<file path="src/rtl/spi_master_regs_if.sv">
// CPU-side register window bundle for the SPI master: address, write data,
// transfer command and registered read data.
interface spi_master_regs_if #(
    parameter int W_REG      = 5,
    parameter int W_CPU      = 32,
    parameter int W_SPI_CTRL = 2
) ();
    logic [W_REG-1:0]      addr;
    logic [W_CPU-1:0]      wd;
    logic [W_SPI_CTRL-1:0] ctrl;
    logic [W_CPU-1:0]      data_out;

    modport master (output addr, output wd, output ctrl, input data_out);
    modport slave  (input addr, input wd, input ctrl, output data_out);
endinterface

</file>
<file path="src/rtl/spi_master_regs.sv">
// SPI master behind a coprocessor-style register window. The CPU moves frames
// through TX/RX FIFOs; a small FSM serialises them with programmable clock
// divider, CPOL/CPHA mode and automatic or manual chip select.
module spi_master_regs #(
    parameter int W_FRAME    = 8,
    parameter int FIFO_DEPTH = 4,
    parameter int W_DIV      = 8,
    parameter int W_REG      = 5,
    parameter int W_CPU      = 32,
    parameter int W_SPI_CTRL = 2,
    parameter logic [W_SPI_CTRL-1:0] MT = W_SPI_CTRL'(1),
    parameter logic [W_SPI_CTRL-1:0] MF = W_SPI_CTRL'(2)
) (
    input  logic            clk,
    input  logic            rst,
    spi_master_regs_if.slave bus,
    output logic            sclk,
    output logic            mosi,
    input  logic            miso,
    output logic            cs_n,
    output logic            irq
);
    localparam int AW = $clog2(FIFO_DEPTH);
    localparam int PW = AW + 1;
    localparam int EW = $clog2(2 * W_FRAME) + 1;

    localparam logic [W_REG-1:0] A_TXDATA = W_REG'(0);
    localparam logic [W_REG-1:0] A_RXDATA = W_REG'(1);
    localparam logic [W_REG-1:0] A_STATUS = W_REG'(2);
    localparam logic [W_REG-1:0] A_CTRL   = W_REG'(3);
    localparam logic [W_REG-1:0] A_CLKDIV = W_REG'(4);

    typedef enum logic [1:0] {S_IDLE, S_SETUP, S_SHIFT, S_DONE} state_t;
    state_t state;

    logic [5:0]         ctrl_reg;
    logic [W_DIV-1:0]   clkdiv, div_cnt, div_lat;
    logic [EW-1:0]      edge_cnt;
    logic [W_FRAME-1:0] tx_sh, tx_sh_next, rx_sh, tx_head, rx_head;
    logic               cpha_lat, cs_auto, rx_ovf;
    logic [W_FRAME-1:0] tx_mem [FIFO_DEPTH];
    logic [W_FRAME-1:0] rx_mem [FIFO_DEPTH];
    logic [PW-1:0]      tx_wr, tx_rd, rx_wr, rx_rd;
    logic               tx_full, tx_empty, rx_full, rx_empty, busy;
    logic               en, cpol, cpha, cs_manual, cs_level, irq_en;
    logic               cpu_wr, cpu_rd, tx_push, tx_pop, rx_push, rx_pop;
    logic               rx_push_req, start_frame, half_end;
    logic [5:0]         status;
    logic [W_CPU-1:0]   rd_data, data_out_q;
    logic               unused_wd;

    assign en        = ctrl_reg[0];
    assign cpol      = ctrl_reg[1];
    assign cpha      = ctrl_reg[2];
    assign cs_manual = ctrl_reg[3];
    assign cs_level  = ctrl_reg[4];
    assign irq_en    = ctrl_reg[5];

    assign cpu_wr   = (bus.ctrl == MT);
    assign cpu_rd   = (bus.ctrl == MF);
    assign tx_empty = (tx_wr == tx_rd);
    assign rx_empty = (rx_wr == rx_rd);
    assign tx_full  = (tx_wr[AW] != tx_rd[AW]) && (tx_wr[AW-1:0] == tx_rd[AW-1:0]);
    assign rx_full  = (rx_wr[AW] != rx_rd[AW]) && (rx_wr[AW-1:0] == rx_rd[AW-1:0]);
    assign busy     = (state != S_IDLE);

    assign start_frame = en && !tx_empty && (state == S_IDLE || state == S_DONE);
    assign tx_pop      = start_frame;
    assign tx_push     = cpu_wr && (bus.addr == A_TXDATA) && (!tx_full || tx_pop);
    assign rx_pop      = cpu_rd && (bus.addr == A_RXDATA) && !rx_empty;
    assign rx_push_req = (state == S_DONE) && (div_cnt == '0);
    assign rx_push     = rx_push_req && (!rx_full || rx_pop);
    assign half_end    = (div_cnt == div_lat);

    assign tx_head    = tx_mem[tx_rd[AW-1:0]];
    assign rx_head    = rx_mem[rx_rd[AW-1:0]];
    assign tx_sh_next = tx_sh << 1;
    assign status     = {rx_ovf, busy, rx_empty, rx_full, tx_empty, tx_full};
    assign cs_n       = cs_manual ? ~cs_level : cs_auto;
    assign bus.data_out = data_out_q;
    assign unused_wd  = ^bus.wd;

    // Read mux for the register window; unmapped addresses read as zero.
    always_comb begin
        rd_data = '0;
        case (bus.addr)
            A_RXDATA: if (!rx_empty) rd_data = W_CPU'(rx_head);
            A_STATUS: rd_data = W_CPU'(status);
            A_CTRL:   rd_data = W_CPU'(ctrl_reg);
            A_CLKDIV: rd_data = W_CPU'(clkdiv);
            default:  rd_data = '0;
        endcase
    end

    // FIFO storage; contents need no reset because the pointers define validity.
    always_ff @(posedge clk) begin
        if (tx_push) tx_mem[tx_wr[AW-1:0]] <= bus.wd[W_FRAME-1:0];
        if (rx_push) rx_mem[rx_wr[AW-1:0]] <= rx_sh;
    end

    // CPU-visible registers, FIFO pointers, overflow flag, read data and irq.
    always_ff @(posedge clk) begin
        if (rst) begin
            tx_wr      <= '0;
            tx_rd      <= '0;
            rx_wr      <= '0;
            rx_rd      <= '0;
            ctrl_reg   <= '0;
            clkdiv     <= '0;
            rx_ovf     <= 1'b0;
            data_out_q <= '0;
            irq        <= 1'b0;
        end else begin
            if (tx_push) tx_wr <= tx_wr + PW'(1);
            if (tx_pop)  tx_rd <= tx_rd + PW'(1);
            if (rx_push) rx_wr <= rx_wr + PW'(1);
            if (rx_pop)  rx_rd <= rx_rd + PW'(1);
            if (cpu_wr && bus.addr == A_CTRL)   ctrl_reg <= bus.wd[5:0];
            if (cpu_wr && bus.addr == A_CLKDIV) clkdiv   <= bus.wd[W_DIV-1:0];
            if (rx_push_req && rx_full && !rx_pop)
                rx_ovf <= 1'b1;
            else if (cpu_wr && bus.addr == A_STATUS && bus.wd[5])
                rx_ovf <= 1'b0;
            if (cpu_rd) data_out_q <= rd_data;
            irq <= irq_en & (~rx_empty | rx_ovf | (tx_empty & ~busy));
        end
    end

    // Frame sequencer: loads a frame, times half-periods and shifts bits.
    always_ff @(posedge clk) begin
        if (rst) begin
            state    <= S_IDLE;
            div_cnt  <= '0;
            div_lat  <= '0;
            cpha_lat <= 1'b0;
            edge_cnt <= '0;
            tx_sh    <= '0;
            rx_sh    <= '0;
            cs_auto  <= 1'b1;
            sclk     <= 1'b0;
            mosi     <= 1'b0;
        end else if (start_frame) begin
            state    <= S_SETUP;
            tx_sh    <= tx_head;
            rx_sh    <= '0;
            div_lat  <= clkdiv;
            cpha_lat <= cpha;
            div_cnt  <= '0;
            cs_auto  <= 1'b0;
            sclk     <= cpol;
            if (!cpha) mosi <= tx_head[W_FRAME-1];
        end else begin
            case (state)
                S_IDLE: sclk <= cpol;
                S_SETUP: begin
                    if (half_end) begin
                        state    <= S_SHIFT;
                        div_cnt  <= '0;
                        edge_cnt <= '0;
                    end else begin
                        div_cnt <= div_cnt + W_DIV'(1);
                    end
                end
                S_SHIFT: begin
                    if (half_end) begin
                        div_cnt  <= '0;
                        sclk     <= ~sclk;
                        edge_cnt <= edge_cnt + EW'(1);
                        if (edge_cnt[0] == cpha_lat) begin
                            rx_sh <= W_FRAME'({rx_sh, miso});
                        end else begin
                            tx_sh <= tx_sh_next;
                            mosi  <= cpha_lat ? tx_sh[W_FRAME-1] : tx_sh_next[W_FRAME-1];
                        end
                        if (edge_cnt == EW'(2 * W_FRAME - 1)) state <= S_DONE;
                    end else begin
                        div_cnt <= div_cnt + W_DIV'(1);
                    end
                end
                S_DONE: begin
                    if (half_end) begin
                        cs_auto <= 1'b1;
                        state   <= S_IDLE;
                        div_cnt <= '0;
                    end else begin
                        div_cnt <= div_cnt + W_DIV'(1);
                    end
                end
                default: state <= S_IDLE;
            endcase
        end
    end
endmodule

</file>
<file path="src/flat_wrapper.sv">
// flat-port wrapper written by rule: the top's interface ports become plain ports
module spi_master_regs_flat 
#(
    parameter int W_FRAME    = 8,
    parameter int FIFO_DEPTH = 4,
    parameter int W_DIV      = 8,
    parameter int W_REG      = 5,
    parameter int W_CPU      = 32,
    parameter int W_SPI_CTRL = 2,
    parameter logic [W_SPI_CTRL-1:0] MT = W_SPI_CTRL'(1),
    parameter logic [W_SPI_CTRL-1:0] MF = W_SPI_CTRL'(2)
)
  (clk, rst, sclk, mosi, miso, cs_n, irq, bus_addr, bus_wd, bus_ctrl, bus_data_out);
  spi_master_regs_if #(.W_REG(W_REG), .W_CPU(W_CPU), .W_SPI_CTRL(W_SPI_CTRL)) bus_i ();
  input  logic clk;
  input  logic rst;
  output logic sclk;
  output logic mosi;
  input  logic miso;
  output logic cs_n;
  output logic irq;
  input wire logic [$bits(bus_i.addr)-1:0] bus_addr;
  input wire logic [$bits(bus_i.wd)-1:0] bus_wd;
  input wire logic [$bits(bus_i.ctrl)-1:0] bus_ctrl;
  output wire logic [$bits(bus_i.data_out)-1:0] bus_data_out;
  assign bus_i.addr = bus_addr;
  assign bus_i.wd = bus_wd;
  assign bus_i.ctrl = bus_ctrl;
  assign bus_data_out = bus_i.data_out;
  spi_master_regs #(.W_FRAME(W_FRAME), .FIFO_DEPTH(FIFO_DEPTH), .W_DIV(W_DIV), .W_REG(W_REG), .W_CPU(W_CPU), .W_SPI_CTRL(W_SPI_CTRL), .MT(MT), .MF(MF)) u_core (.clk(clk), .rst(rst), .bus(bus_i), .sclk(sclk), .mosi(mosi), .miso(miso), .cs_n(cs_n), .irq(irq));
endmodule
</file>
<file path="config.mk">
export PLATFORM = sky130hd
export DESIGN_NAME = spi_master_regs_flat
export DESIGN_NICKNAME = d
export VERILOG_FILES = /design/src/rtl/spi_master_regs_if.sv /design/src/rtl/spi_master_regs.sv /design/src/flat_wrapper.sv
export SDC_FILE = /design/constraint.sdc
export NUM_CORES = 1
export LEC_CHECK = 0
export BUFFER_PORTS_ARGS = -buffer_cell sky130_fd_sc_hd__buf_2
export CAP_MARGIN = 10
export CORE_MARGIN = 4
export CORE_UTILIZATION = 58
export CTS_CLUSTER_DIAMETER = 30
export DETAILED_ROUTE_END_ITERATION = 8
export GPL_TIMING_DRIVEN = 1
export PLACE_DENSITY = 0.8
export SETUP_SLACK_MARGIN = 0.3
export SLEW_MARGIN = 20
export SYNTH_ARGS = -nofsm -noshare
export SYNTH_HDL_FRONTEND = slang
export SYNTH_SLANG_ARGS = --single-unit
</file>
<file path="constraint.sdc">
create_clock -name clk -period 2.6 [get_ports clk]
set_input_delay 0.26 -clock clk [delete_from_list [all_inputs] [get_ports clk]]
set_output_delay 0.26 -clock clk [all_outputs]
set_load 0.005 [all_outputs]
</file>
Word level (Yosys, flattened, before mapping). Memory sizes are Yosys's and may differ from the RTL's. A register that Yosys moved wholly into a read port is not among the register bits. Cells that the tools add are included. Widths: inputs -> output; s select.

Shift operators: 0. Bitwise logic cells: 9. $add $sub $neg: 6. Reductions and logical operators: 46. Muxes and demuxes: 39. Equality and inequality tests: 28. Divide/modulo/power cells: 0. Multipliers: 0. Order comparisons: 0.

Operators by type and width (number): $mux 8 (6); $pmux 8 s4 (1); $mux 1 (19); $logic_and 1x1->1 (16); $mux 2 (8); $add 3x1->3 const B (4); $ne 3x1->1 const B (4); $reduce_bool 2->1 (6); $eq 5x2->1 const B (2); $mux 5 (2); $ne 2x1->1 const B (5); $pmux 5 s2 (1); $reduce_and 5->1 (2); $add 8x1->8 const B (1); $eq 8x8->1 (1); $logic_not 8->1 (1); $reduce_and 4->1 (2); $eq 2x2->1 const B (3); $eq 3x3->1 (2); $pmux 2 s3 (1); $reduce_and 3->1 (2); $reduce_bool 3->1 (2); $add 5x1->5 const B (1); $eq 5x1->1 const B (1); 19 further kinds (35).

Word-level logic and storage cells: 150. Register bits after elaboration: 103. RAM bits: 64. Memory bits (read-only): 0. Output and inout port bits: 36. Bits in latches: 0. Input port bits: 42. Memories kept: 2.

Memory list: u_core.rx_mem (words 4, bits a word 8, read ports 1, clocked after Yosys merged registers in 1, write ports 1, line spi_master_regs.sv:42) `logic [W_FRAME-1:0] rx_mem [FIFO_DEPTH];`; u_core.tx_mem (words 4, bits a word 8, read ports 1, clocked after Yosys merged registers in 1, write ports 1, line spi_master_regs.sv:41) `logic [W_FRAME-1:0] tx_mem [FIFO_DEPTH];`.

Depth between registers and ports, before layout.
Word-level depth: 8. Mapped depth: 8. Mapped depth without buffers: 7.

Worst setup path before layout. Ideal clock, no wire load.

Kind: reg-to-reg. Start point: register u_core.state[0]. End point: register u_core.mosi. Buffers on the path: 1. Setup slack: 683 ps. Period minus slack after synthesis: 1917 ps. Stages on the path, launching flop included: 9. Data arrival time: 1837 ps. Data required time: 2521 ps. Library setup time: 79 ps. Cells stage by stage: dfxtp_1 > inv_1 > ha_1 > nand2b_1 > a31o_2 > clkbuf_1 > nand2_1 > or4_1 > a22oi_1.

Word-level cells in the longest chain between the ends: 5. Elaborated cells between the ends (all ways): 11. Classes of those cells: 4 x eq/ne; 1 x mux; 6 x reduce/logical.

RTL lines: from (decl) (line spi_master_regs.sv:34) `state_t state;`; from (signal assigned) (line spi_master_regs.sv:132) `state <= S_IDLE;`; from (signal assigned) (line spi_master_regs.sv:143) `state <= S_SETUP;`; from (signal assigned) (line spi_master_regs.sv:157) `state <= S_SHIFT;`; $eq 2x2->1 / $logic_not 2->1 (equally long branches) (line spi_master_regs.sv:67) `assign start_frame = en && !tx_empty && (state == S_IDLE || state == S_DONE);`; $logic_or 1x1->1 (line spi_master_regs.sv:67); $logic_and 1x1->1 (line spi_master_regs.sv:67); $ne 2x2->1 (no line), or another cell as far along; $reduce_and 4->1 (no line); to (signal assigned) (line spi_master_regs.sv:151) `if (!cpha) mosi <= tx_head[W_FRAME-1];`; to (signal assigned) (line spi_master_regs.sv:173) `mosi <= cpha_lat ? tx_sh[W_FRAME-1] : tx_sh_next[W_FRAME-1];`; to (decl) (line spi_master_regs.sv:18) `output logic mosi,`.

Several ways; a longest one is shown, not always the timed one. A chain may end at the register's enable or synchronous reset.

Final worst setup path.
Start point: register u_core.state[0]. End point: memory u_core.tx_mem[3][7], enable pin.

Word-level cells in the longest chain between the ends: 7. Elaborated cells between the ends (all ways): 8. Classes of those cells: 1 x eq/ne; 2 x mux; 5 x reduce/logical.

RTL lines: $eq 2x2->1 / $logic_not 2->1 (equally long branches) (line spi_master_regs.sv:67); $logic_or 1x1->1 (*) (line spi_master_regs.sv:67); $logic_and 1x1->1 (*) (line spi_master_regs.sv:67); $logic_or 1x1->1 (*) (line spi_master_regs.sv:69) `assign tx_push = cpu_wr && (bus.addr == A_TXDATA) && (!tx_full || tx_pop);`; $logic_and 1x1->1 (*) (line spi_master_regs.sv:69); $mux 1 (*) (line spi_master_regs.sv:97) `if (tx_push) tx_mem[tx_wr[AW-1:0]] <= bus.wd[W_FRAME-1:0];`; $mux 1 (not written as such) (*) (line spi_master_regs.sv:97); to (decl) (line spi_master_regs.sv:41).

Every way passes the cells marked *; elsewhere a longest branch is shown, timed or not.

==> results.sh <==
export IMPL_outcome="complete, no violations"
export IMPL_firstDrtPassIters=6
export IMPL_first_global_vias=4391
export IMPL_crit_end="u_core.tx_mem[3][7]"
export IMPL_synthCells=567
export IMPL_p_leak_uw=0.00277
export IMPL_yosysTopAreaCell="edfxtp_1"
export IMPL_via_per_inst=5.76
export IMPL_hold_viol=0
export IMPL_die_width_um=113
export IMPL_clock_skew_ns=0.00522
export IMPL_p_sw_uw=1090
export IMPL_overflow=0
export IMPL_crit_arrival_ns=2.35
export IMPL_place_congestion=0.812
export IMPL_post_synth_top_count_cell="dfxtp_1"
export IMPL_drv_slew=0
export IMPL_synth_area_um2=6410
export IMPL_end_kind="flip-flop"
export IMPL_drive_gt1_share_pct=17.0
export IMPL_fin_hold_ws_ns=0.0328
export IMPL_wl_um=13800
export IMPL_vias=4329
export IMPL_fmax_mhz=458
export IMPL_power_density_nw_per_um2=722
export IMPL_worstMarginPinSlew_ns=0.596
export IMPL_path_clk_slew_ns=0.06
export IMPL_cts_sinks=147
export IMPL_routedWlPerCell_um=18.4
export IMPL_pin_count=78
export IMPL_h_tree_depth=4
export IMPL_synth_seq_cells=147
export IMPL_areaGrowthSynthToFinish_pct=14.1
export IMPL_cts_tree="built"
export IMPL_synth_top_area_share_pct=30.0
export IMPL_crit_start="u_core.state[0]"
export IMPL_ant_nets=0
export IMPL_cts_buffers=17
export IMPL_rr_startpoint="u_core.state[0]"
export IMPL_power_frac_seq_pct=46.1
export IMPL_syn_avg_cell_area_um2=11.3
export IMPL_r2r_end="u_core.tx_mem[3][7]"
export IMPL_fill_cells=770
export IMPL_antenna_found_initial=0
export IMPL_core_rowCount=38
export IMPL_hold_class="in -> reg"
export IMPL_synth_flop_cell="dfxtp_1"
export IMPL_hold_start="bus_wd[3]"
export IMPL_drt_initial_drc_count=365
export IMPL_synth_area_leaders="edfxtp_1 (30%), dfxtp_1 (26%), mux4_2 (5.6%)"
export IMPL_synthTopCellsByCount="dfxtp_1 (83), edfxtp_1 (64), nand2_1 (52), a21oi_1 (51), nor2_1 (33)"
export IMPL_core_area_um2=10800
export IMPL_setup_viol=0
export IMPL_die_y_um=113
export IMPL_portBuffers=29
export IMPL_p_int_uw=4200
export IMPL_final_cells=752
export IMPL_crit_fanout=9
export IMPL_start_util_pct=59.2
export IMPL_yosysWarnings=0
export IMPL_grt_max_degree=47
export IMPL_root_buffer="clkbuf_8"
export IMPL_drcViolationCount=0
export IMPL_critPathRequiredTime_ns=2.77
export IMPL_pre_cts_slack_ns=0.0236
export IMPL_finalCritPeriodShare_pct=84.0
export IMPL_rsz0062_at_grt="false"
export IMPL_synth_edf_count=64
export IMPL_grt_pass1_wl_um=22400
export IMPL_setup_worst_path_start_class="flip-flop"
export IMPL_dp_hpwl_um=9540
export IMPL_relSlewSlack_pct=60.2
export IMPL_clkPwrFrac_pct=49.8
export IMPL_dp_cells=716
export IMPL_synthDistinctLibCells=56
export IMPL_peakVddDrop_v=0.000709
export IMPL_seq_area_frac_synth_pct=55.9
export IMPL_clk_latency_ns=0.52
export IMPL_setup_tns_ns=0
export IMPL_swShare_pct=20.6
export IMPL_grt_usage_pct=22.7
export IMPL_rrSetupSlack_ns=0.42
export IMPL_ys_async_sr_fraction_pct=0
export IMPL_period_needed_ns=2.18
export IMPL_reg2reg_depth=5
export IMPL_antennaDiodeCount=0
export IMPL_layout_setup_ws_ns=0.416
export IMPL_p_comb_share_pct=4.1
export IMPL_maxCapViolCount=0
export IMPL_clock_path_buffers=2
export IMPL_dieArea_um2=12800
export IMPL_path_class="reg -> reg"
export IMPL_nNetsFinal=660
-- routing by layer --
layer,routed length [um],track usage [%],part of all wire [%]
met2,7340,40.2,53
met5,0,0,0
met3,630,4.60,4.6
met4,242,8.57,1.8
met1,5610,27.3,41
-- how the worst min path moves through the flow --
| stage | cells after the start | to | slack (ns) |
|---|---|---|---|
| finish | 1 | u_core.tx_mem[2][3] | 0.03 |
| global placement | 1 | u_core.edge_cnt[3] | 0.45 |
| global route | 1 | u_core.tx_mem[2][2] | 0.01 |
| CTS | 1 | u_core.tx_mem[1][2] | 0.004 |
| floorplan | 0 | u_core.tx_mem[0][0] | 0.36 |
| detailed placement | 2 | u_core.ctrl_reg[0] | 0.47 |
-- stage by stage --
| step | area [um2] | utilization [%] | total power, uW |
|---|---|---|---|
| after floorplan | 6500 | - | 2640 |
| after global placement | 6620 | 61.0 | 2690 |
| after detailed placement | 6620 | 61.0 | 2690 |
| after CTS | 7310 | 67.4 | 5320 |
| after global routing | 7320 | 67.5 | 5470 |
| final | 7320 | 67.5 | 5290 |
-- critical path, stage by stage (launching register included) --
cell and delay [ns]:
dfxtp_1 0.39, inv_1 0.10, ha_1 0.35, nand2b_1 0.21, a21oi_1 0.31, and2_1 0.46
-- logic make-up (layout without fill, tap and decap cells) --
family	Yosys count	in the layout	synth area share (%)
buf+inv	69	91	5.48
xor+xnor	29	29	3.96
simple gates	161	161	12.7
fa+ha+maj	19	19	3.71
flops	147	147	55.9
mux	30	30	7.82
other cells	1	24	0.0585
compound gates	111	111	10.5
-- power groups by stage --
stage,sequential (uW),clock [uW],combinational (uW)
2_1_floorplan,2480,0,160
3_3_place_gp,2480,0,201
3_5_place_dp,2490,0,208
4_1_cts,2440,2670,215
5_1_grt,2440,2790,241
6_report,2440,2630,217
-- layout by cell type, fill, tap and decap left out, types with 16 or more instances in the layout --
cell	instances
a21oi_1	50
dfxtp_1	83
o21ai_0	25
ha_1	19
conb_1	24
clkbuf_16	16
edfxtp_1	64
nor2_1	32
mux4_2	16
nand3_1	28
nand2_1	52
buf_2	29
-- area by class of cell --
| cell class | count | area [um2] | share of cell area [%] |
|---|---|---|---|
| Clock buffer | 19 | 442 | 6.03 |
| Clock inverter | 13 | 206 | 2.82 |
| Inverter | 15 | 56.3 | 0.769 |
| Multi-Input combinational cell | 374 | 2590 | 35.4 |
| Sequential cell | 147 | 3580 | 49.0 |
| Tap cell | 140 | 175 | 2.39 |
| Timing Repair Buffer | 44 | 268 | 3.66 |
-- repair_timing --
action / in CTS / in global routing
hold buffers: 4 / 0
resized for setup: 2 / 5
endpoints found under the setup margin: 38 / 40
pin swaps: 0 / 0
endpoints found under the hold margin: 13 / 0
buffers inserted: 0 / 0
(Power assumes the default switching activity.)
